**src/rtl/mem_ctrl.sv**
```systemverilog
// Memory controller: arbitrates icache word fetches and LSB loads/stores onto the 8-bit RAM/IO bus.
// Optional macro MEM_CTRL_IO_GUARD_EN holds IO-space bytes while the IO output buffer is full.
module mem_ctrl #(
  parameter int          ADDR_W  = 32,
  parameter logic [31:0] IO_BASE = 32'h00030000
) (
  input  logic              clk,
  input  logic              rst,
  input  logic              rdy,
  input  logic              clr,
  input  logic              ic_ena,
  input  logic [ADDR_W-1:0] ic_addr,
  output logic              ic_valid,
  output logic [31:0]       ic_data,
  input  logic              lsb_ena,
  input  logic              lsb_wr,
  input  logic [1:0]        lsb_size,
  input  logic [ADDR_W-1:0] lsb_addr,
  input  logic [31:0]       lsb_wdata,
  output logic              lsb_valid,
  output logic [31:0]       lsb_rdata,
  input  logic [7:0]        mem_din,
  output logic [7:0]        mem_dout,
  output logic [ADDR_W-1:0] mem_a,
  output logic              mem_wr,
  input  logic              io_buffer_full
);

  localparam logic [1:0] S_IDLE  = 2'd0;
  localparam logic [1:0] S_READ  = 2'd1;
  localparam logic [1:0] S_WRITE = 2'd2;
  localparam logic [1:0] S_DONE  = 2'd3;

  localparam logic GRANT_IC  = 1'b0;
  localparam logic GRANT_LSB = 1'b1;

  logic [1:0]        state;
  logic              last_grant;
  logic              owner_ic;
  logic [2:0]        cnt;
  logic [2:0]        nbytes;
  logic [ADDR_W-1:0] base;
  logic [31:0]       wbuf;
  logic [31:0]       acc;
  logic [31:0]       acc_next;
  logic [1:0]        byte_idx;
  logic              mem_wr_q;
  logic [ADDR_W-1:0] cur_addr;
  logic [2:0]        lsb_n;
  logic              ic_req;
  logic              lsb_req;
  logic              grant_lsb;
  logic              grant_ic;
  logic              io_wr_hold_new;
  logic              io_wr_hold;
  logic              ic_io_wait;
  logic              lsb_io_wait;

`ifdef MEM_CTRL_IO_GUARD_EN
  localparam logic [ADDR_W-1:0] IO_LIMIT = ADDR_W'(IO_BASE);

  assign io_wr_hold_new = io_buffer_full && (lsb_addr >= IO_LIMIT);
  assign io_wr_hold     = io_buffer_full && (cur_addr >= IO_LIMIT);
  assign ic_io_wait     = io_buffer_full && (ic_addr >= IO_LIMIT);
  assign lsb_io_wait    = io_buffer_full && !lsb_wr && (lsb_addr >= IO_LIMIT);
`else
  logic unused_io;

  assign unused_io      = io_buffer_full ^ (|IO_BASE);
  assign io_wr_hold_new = 1'b0;
  assign io_wr_hold     = 1'b0;
  assign ic_io_wait     = 1'b0;
  assign lsb_io_wait    = 1'b0;
`endif

  // Holding the registered strobe and gating it here lets a byte stalled by rdy reissue unchanged.
  assign mem_wr   = mem_wr_q & rdy;
  assign cur_addr = base + ADDR_W'(cnt);
  assign byte_idx = 2'(cnt - 3'd2);

  always_comb begin
    case (lsb_size)
      2'd0:    lsb_n = 3'd1;
      2'd1:    lsb_n = 3'd2;
      default: lsb_n = 3'd4;
    endcase
  end

  always_comb begin
    ic_req    = ic_ena && !clr && !ic_io_wait;
    lsb_req   = lsb_ena && !lsb_io_wait;
    grant_lsb = lsb_req && (!ic_req || (last_grant == GRANT_IC));
    grant_ic  = ic_req && !grant_lsb;
  end

  always_comb begin
    acc_next = acc;
    acc_next[{byte_idx, 3'b000} +: 8] = mem_din;
  end

  always_ff @(posedge clk) begin
    if (rst) begin
      state      <= S_IDLE;
      last_grant <= GRANT_IC;
      owner_ic   <= 1'b0;
      cnt        <= '0;
      nbytes     <= '0;
      base       <= '0;
      wbuf       <= '0;
      acc        <= '0;
      mem_wr_q   <= 1'b0;
      mem_a      <= '0;
      mem_dout   <= '0;
      ic_valid   <= 1'b0;
      lsb_valid  <= 1'b0;
      ic_data    <= '0;
      lsb_rdata  <= '0;
    end else if (rdy) begin
      ic_valid  <= 1'b0;
      lsb_valid <= 1'b0;
      case (state)
        S_IDLE: begin
          if (grant_lsb) begin
            owner_ic   <= 1'b0;
            last_grant <= GRANT_LSB;
            base       <= lsb_addr;
            nbytes     <= lsb_n;
            wbuf       <= lsb_wdata;
            acc        <= '0;
            mem_a      <= lsb_addr;
            if (lsb_wr) begin
              state <= S_WRITE;
              if (io_wr_hold_new) begin
                mem_wr_q <= 1'b0;
                cnt      <= 3'd0;
              end else begin
                mem_dout <= lsb_wdata[7:0];
                mem_wr_q <= 1'b1;
                cnt      <= 3'd1;
              end
            end else begin
              state <= S_READ;
              cnt   <= 3'd1;
            end
          end else if (grant_ic) begin
            owner_ic   <= 1'b1;
            last_grant <= GRANT_IC;
            base       <= ic_addr;
            nbytes     <= 3'd4;
            acc        <= '0;
            mem_a      <= ic_addr;
            state      <= S_READ;
            cnt        <= 3'd1;
          end
        end

        S_READ: begin
          // A flush only kills instruction fetches; LSB reads always finish.
          if (owner_ic && clr) begin
            state <= S_IDLE;
          end else begin
            if (cnt < nbytes) mem_a <= cur_addr;
            if (cnt >= 3'd2) acc <= acc_next;
            if (cnt == nbytes + 3'd1) begin
              state <= S_DONE;
              if (owner_ic) begin
                ic_valid <= 1'b1;
                ic_data  <= acc_next;
              end else begin
                lsb_valid <= 1'b1;
                lsb_rdata <= acc_next;
              end
            end
            cnt <= cnt + 3'd1;
          end
        end

        S_WRITE: begin
          if (cnt < nbytes) begin
            if (io_wr_hold) begin
              mem_wr_q <= 1'b0;
            end else begin
              mem_a    <= cur_addr;
              mem_dout <= wbuf[{cnt[1:0], 3'b000} +: 8];
              mem_wr_q <= 1'b1;
              cnt      <= cnt + 3'd1;
            end
          end else begin
            mem_wr_q  <= 1'b0;
            lsb_valid <= 1'b1;
            state     <= S_DONE;
          end
        end

        default: begin
          state <= S_IDLE;
        end
      endcase
    end
  end

endmodule
```
**config.mk**
```make
export PLATFORM = sky130hd
export DESIGN_NAME = mem_ctrl
export DESIGN_NICKNAME = d
export VERILOG_FILES = /design/src/rtl/mem_ctrl.sv
export SDC_FILE = /design/constraint.sdc
export NUM_CORES = 1
export LEC_CHECK = 0
export ABC_CLOCK_PERIOD_IN_PS = 6800
export CAP_MARGIN = 0
export CORE_UTILIZATION = 45
export DETAILED_ROUTE_END_ITERATION = 10
export PLACE_DENSITY = 0.78
export RECOVER_POWER = 50
export SYNTH_ARGS = -nofsm -noshare
export SYNTH_HDL_FRONTEND = slang
export SYNTH_SLANG_ARGS = --single-unit
```
**constraint.sdc**
```tcl
create_clock -name clk -period 6.8 [get_ports clk]
set_input_delay 1.7 -clock clk [delete_from_list [all_inputs] [get_ports clk]]
set_output_delay 1.7 -clock clk [all_outputs]
set_load 0.005 [all_outputs]
```
* Word level (Yosys, flattened, before mapping)
Index checks and enable logic that the tools add are counted.
** Storage, ports and cells
- Register bits :: 213
- Input port bits :: 114
- Word-level logic and storage cells :: 112
** Operators by class
- Add/sub/neg operators :: 5
- Order comparisons :: 2
- Equality and inequality tests :: 12
- Shift operators :: 3
- Mux-type cells :: 47
- Bitwise logic cells :: 4
- Reduce and logical (&&, ||, !) cells :: 24
** Operators with widths (count)
- 32-bit two-way mux :: 8
- 32-bit case mux with 3 select lines :: 1
- 32-bit case mux with 2 select lines :: 1
- 32-bit by 3-bit adder with 32-bit output :: 1
- 32-bit bitwise mux :: 1
- 8-bit by 7-bit variable shift with 32-bit output (first input constant) :: 1
- 32-bit by 6-bit indexed part select with 8-bit output :: 1
- 8-bit by 7-bit indexed part select with 32-bit output :: 1
- 5-bit AND reduction :: 5
- 8-bit two-way mux :: 3
- 3-bit two-way mux :: 6
- 8-bit case mux with 2 select lines :: 1
- 1-bit two-way mux :: 15
- 2-bit two-way mux :: 6
- 2-bit inequality test (second input constant) :: 6
- 4-bit AND reduction :: 3
- 3-bit case mux with 3 select lines :: 1
- 5-bit negation with 7-bit output :: 1
- 3-bit by 1-bit adder with 3-bit output (second input constant) :: 2
- 3-bit inequality test (second input constant) :: 2
- 2-bit case mux with 3 select lines :: 1
- 3-bit case mux with 2 select lines :: 1
- 3-bit AND reduction :: 2
- 2-bit nonzero test :: 3
- 14 further kinds :: 24

* Longest topological paths before layout
- Word-level depth :: 10
- Mapped depth :: 10
- Gate-level depth less buffers :: 7

* Least setup slack after synthesis
OpenSTA, ideal clock, no wires.
- Path type :: input to output
- Start :: input port rdy
- End :: output port mem_wr
- Arrival :: 2.005 ns
- Required time :: 5.100 ns
- Path slack :: 3.095 ns
- Stages :: 2
- Path buffers :: 1
- Path through :: buf_2 and2_1
** Between the ends
- Word-level cells in the longest chain between the ends :: 1
** RTL lines
- start: declaration :: RTL line 9 : input logic rdy,
- 1-bit bitwise AND :: RTL line 77 : assign mem_wr = mem_wr_q & rdy;
- end: declaration :: RTL line 25 : output logic mem_wr,
No other way between the ends.

* Worst setup path in the final report
- Start :: input port lsb_ena
- End :: register mem_a[29]
** Between the ends
- Word-level cells in the longest chain between the ends :: 5
- Elaborated cells on any way between the ends :: 7
- Those cells by class :: eq/ne: 1; mux: 2; reduce/logical: 4
** RTL lines
- start: declaration :: RTL line 15 : input logic lsb_ena,
- 1-bit logical AND (*) :: RTL line 92 : grant_lsb = lsb_req && (!ic_req || (last_grant == GRANT_IC));
- 1-bit zero test :: RTL line 93 : grant_ic = ic_req && !grant_lsb;
- 1-bit logical AND :: RTL line 93
- 3-bit inequality test (no line)
- 4-bit AND reduction (no line)
- end signal: assignment :: RTL line 130 : mem_a <= lsb_addr;
- end signal: assignment :: RTL line 151 : mem_a <= ic_addr;
- end signal: assignment :: RTL line 162 : if (cnt < nbytes) mem_a <= cur_addr;
- end: declaration :: RTL line 24 : output logic [ADDR_W-1:0] mem_a,
Every way passes the cells marked *; elsewhere a longest branch is shown, timed or not.
A chain may end at the register's enable or synchronous reset.

==> run_results.csv <==
group,metric,value,unit
clock_network,h-tree-depth,1,
synthesis,synth.area.top_cells,"dfxtp_1, a21oi_1, a211oi_1",
synthesis,synth_top_cell_by_area,"dfxtp_1",
worst_setup_path,startpoint_type,"input port",
worst_setup_path,cp_max_fo,23,
worst_setup_path,worst_r2r_startpoint,"cnt[0]",
synthesis,syn_inst,1183,
route,wl_per_cell,16.7,um
placement,gp_congestion,0.854,
floorplanning,dieArea,0.0229,sq mm
global_route,grt_max_degree,105,
floorplanning,num_rows,54,
timing,skew,0.0195,ns
placement,port_buffers,219,
power_and_ir_drop,leakage,4.77,nW
route,ant_nets,0,
layout,num-fill-cells,1938,
clock_network,clkTransAtPathRegs,0.06,ns
layout,area_growth,30.8,%
route,drt_wl_total,27400,um
floorplanning,boundaryPins,221,
synthesis,synth_top_area_frac,0.426,
route,vias_per_cell,5.61,
power_and_ir_drop,peakVddDrop,0.156,mV
run,drv_cap,3,
synthesis,synth_seq_cells,213,
global_route,grt_pass1_vias,8374,
synthesis,synthDistinctLibCells,60,
route,drtIter0Drc,584,
timing,rsz0062_at_grt,"false",
clock_network,ctsRootBufferMaster,"clkbuf_16",
timing,finalCritPeriodShare,0.730,
hold_path,min_path_type,"register to register",
global_route,track_usage,0.236,
synthesis,syn_area,0.0100,sq mm
synthesis,yosysSeqAreaShare,0.426,
timing,worst_pin_slew,2.32,ns
floorplanning,die_width,151,um
timing,hold_ws,0.445,ns
route,vias,9212,
route,firstDrtPassIters,4,
clock_network,postCtsSetupRepairBufs,0,
power_and_ir_drop,cellPowerDensity,270,mW/mm^2
layout,layout.nets,1480,
placement,dp.final_hpwl,18400,um
layout,mostFrequentLayoutCell,"dfxtp_1",
synthesis,ys_async_sr_fraction,0,
timing,slew_violations,169,
floorplanning,start_util,0.459,
global_route,grt_antenna_before_repair,0,
clock_network,cts_made_buffers,24,
timing,finalHoldViolations,0,
worst_setup_path,worstRegToRegCells,7,
layout,multi_input_area,0.00534,sq mm
clock_network,cts_tree,"built",
route,remaining_drc_errors,0,
outcome,status,"finished with violations",
clock_network,ctsResizeCount,0,
layout,final-seq-area,0.00426,sq mm
clock_network,clock-sinks,213,
timing,max_freq,0.202,GHz
worst_setup_path,arrival,5.38,ns
synthesis,syn_area_per_cell,8.47,sq um
worst_setup_path,r2r_slack,2.40,ns
clock_network,clk_latency,0.52,ns
worst_setup_path,timing.rr.end,"ic_data[23]",
timing,period_needed,4.96,ns
floorplanning,die_h,151,um
global_route,grt_first_pass_wirelength,43400,um
timing,setup_violations,0,
synthesis,ys_warn_count,0,
timing,slew_headroom,-0.548,
clock_network,cts_buffer_depth,3,
synthesis,syn_nets,1315,
floorplanning,core_area,0.0218,sq mm
synthesis,synthFlopType,"dfxtp_1",
hold_path,min_to,"acc[30]",
layout,num_antenna_cells,0,
worst_setup_path,required,7.22,ns
layout,final_cell_mix,"dfxtp_1, nand2_1, a21oi_1, clkdlybuf4s50_1, dlygate4sd3_1",
worst_setup_path,critPathKind,"input port to register",
worst_setup_path,worstSetupEndpointType,"register",
outcome,violations,"capacitance limit, slew limit",
timing,tns,0,ns
global_route,gr-total-overflow,0,
clock_network,cts_hold_buf,0,
synthesis,synth_edf_count,0,
hold_path,hold_depth,2,
hold_path,holdCritStartpoint,"acc[30]",
layout,layout-drive-gt1-share,0.0616,
layout make-up:
class	instances	area share
Sequential cell	213	0.325
Tap cell	280	0.0267
Timing Repair Buffer	230	0.173
Clock inverter	9	0.00897
Inverter	19	0.00544
Clock buffer	32	0.0527
Multi-Input combinational cell	860	0.408
through the flow:
| stage | setup WS (ns) | instance area, sq um | power, W | utilization | cells |
|---|---|---|---|---|---|
| global route | 1.61 | 13100 | 0.00370 | 0.601 | 1643 |
| floorplan | 3.10 | 10000 | 0.00193 | - | 1183 |
| CTS | 1.99 | 13100 | 0.00358 | 0.601 | 1643 |
| global placement | 2.00 | 12300 | 0.00225 | 0.564 | 1602 |
| finish | 1.84 | 13100 | 0.00354 | 0.601 | 1643 |
| detailed placement | 1.99 | 12300 | 0.00227 | 0.564 | 1602 |
cell usage after synthesis (all sizes together) (4+ instances only):
cell    instances
inv            18
and2            6
and4            7
a211oi         98
clkbuf         72
xor2            6
mux4            8
nor2          105
nand2b          8
o211ai         14
and3           11
o31ai           5
a211o           7
nand4          10
a311oi         12
or3            10
nor2b          36
dfxtp         213
xnor2          11
o21a            5
nand3          19
buf            19
o41ai           4
a21oi         149
o21ai          13
mux2i          28
nand3b         44
nor4           10
ha             17
nand2         155
a31oi           7
nor3           14
mux2            9
state kept, by name (all words and copies together) (netlist names), 2 cells and up:
register / cells
acc: 32
base: 32
cnt: 3
ic_data: 32
lsb_rdata: 32
mem_a: 32
mem_dout: 8
nbytes: 3
state: 2
wbuf: 32
cell families after synthesis:
group           Yosys count  synth area share
compound gates          331             0.212
flops                   213             0.426
xor+xnor                 18            0.0171
fa+ha+maj                18            0.0232
buf+inv                 110            0.0432
mux                      45            0.0561
simple gates            448             0.223
worst max-delay path: stages:
cell           delay (ns)
dlygate4sd3_1        0.53
clkbuf_1             0.35
or3b_2               0.56
a32oi_1              0.81
or3_1                0.68
buf_4                0.39
a21oi_1              0.12
a211oi_1             0.24
metal layers:
layer,vias to the layer above,GRT usage,routed length [um]
met5,-,0,0
met4,0,0.0560,410
met3,32,0.0331,1650
met2,283,0.385,12800
met1,4323,0.326,12600
li1,4574,-,-
power breakdown:
part           total, W  switching [W]  internal, W
clock           0.00131       0.000521     0.000790
combinational  0.000798       0.000454     0.000344
sequential      0.00143      0.0000794      0.00135
total           0.00354        0.00105      0.00248
worst max path at each step:
stage	start	slack, ns	depth (start not counted)	end
4_1_cts	rdy	1.99	3	mem_wr
5_1_grt	lsb_ena	1.61	8	mem_a[15]
2_1_floorplan	rdy	3.10	2	mem_wr
3_5_place_dp	rdy	1.99	3	mem_wr
3_3_place_gp	rdy	2.00	3	mem_wr
6_report	lsb_ena	1.84	8	mem_a[29]
Power figures use the tool's default switching activity.
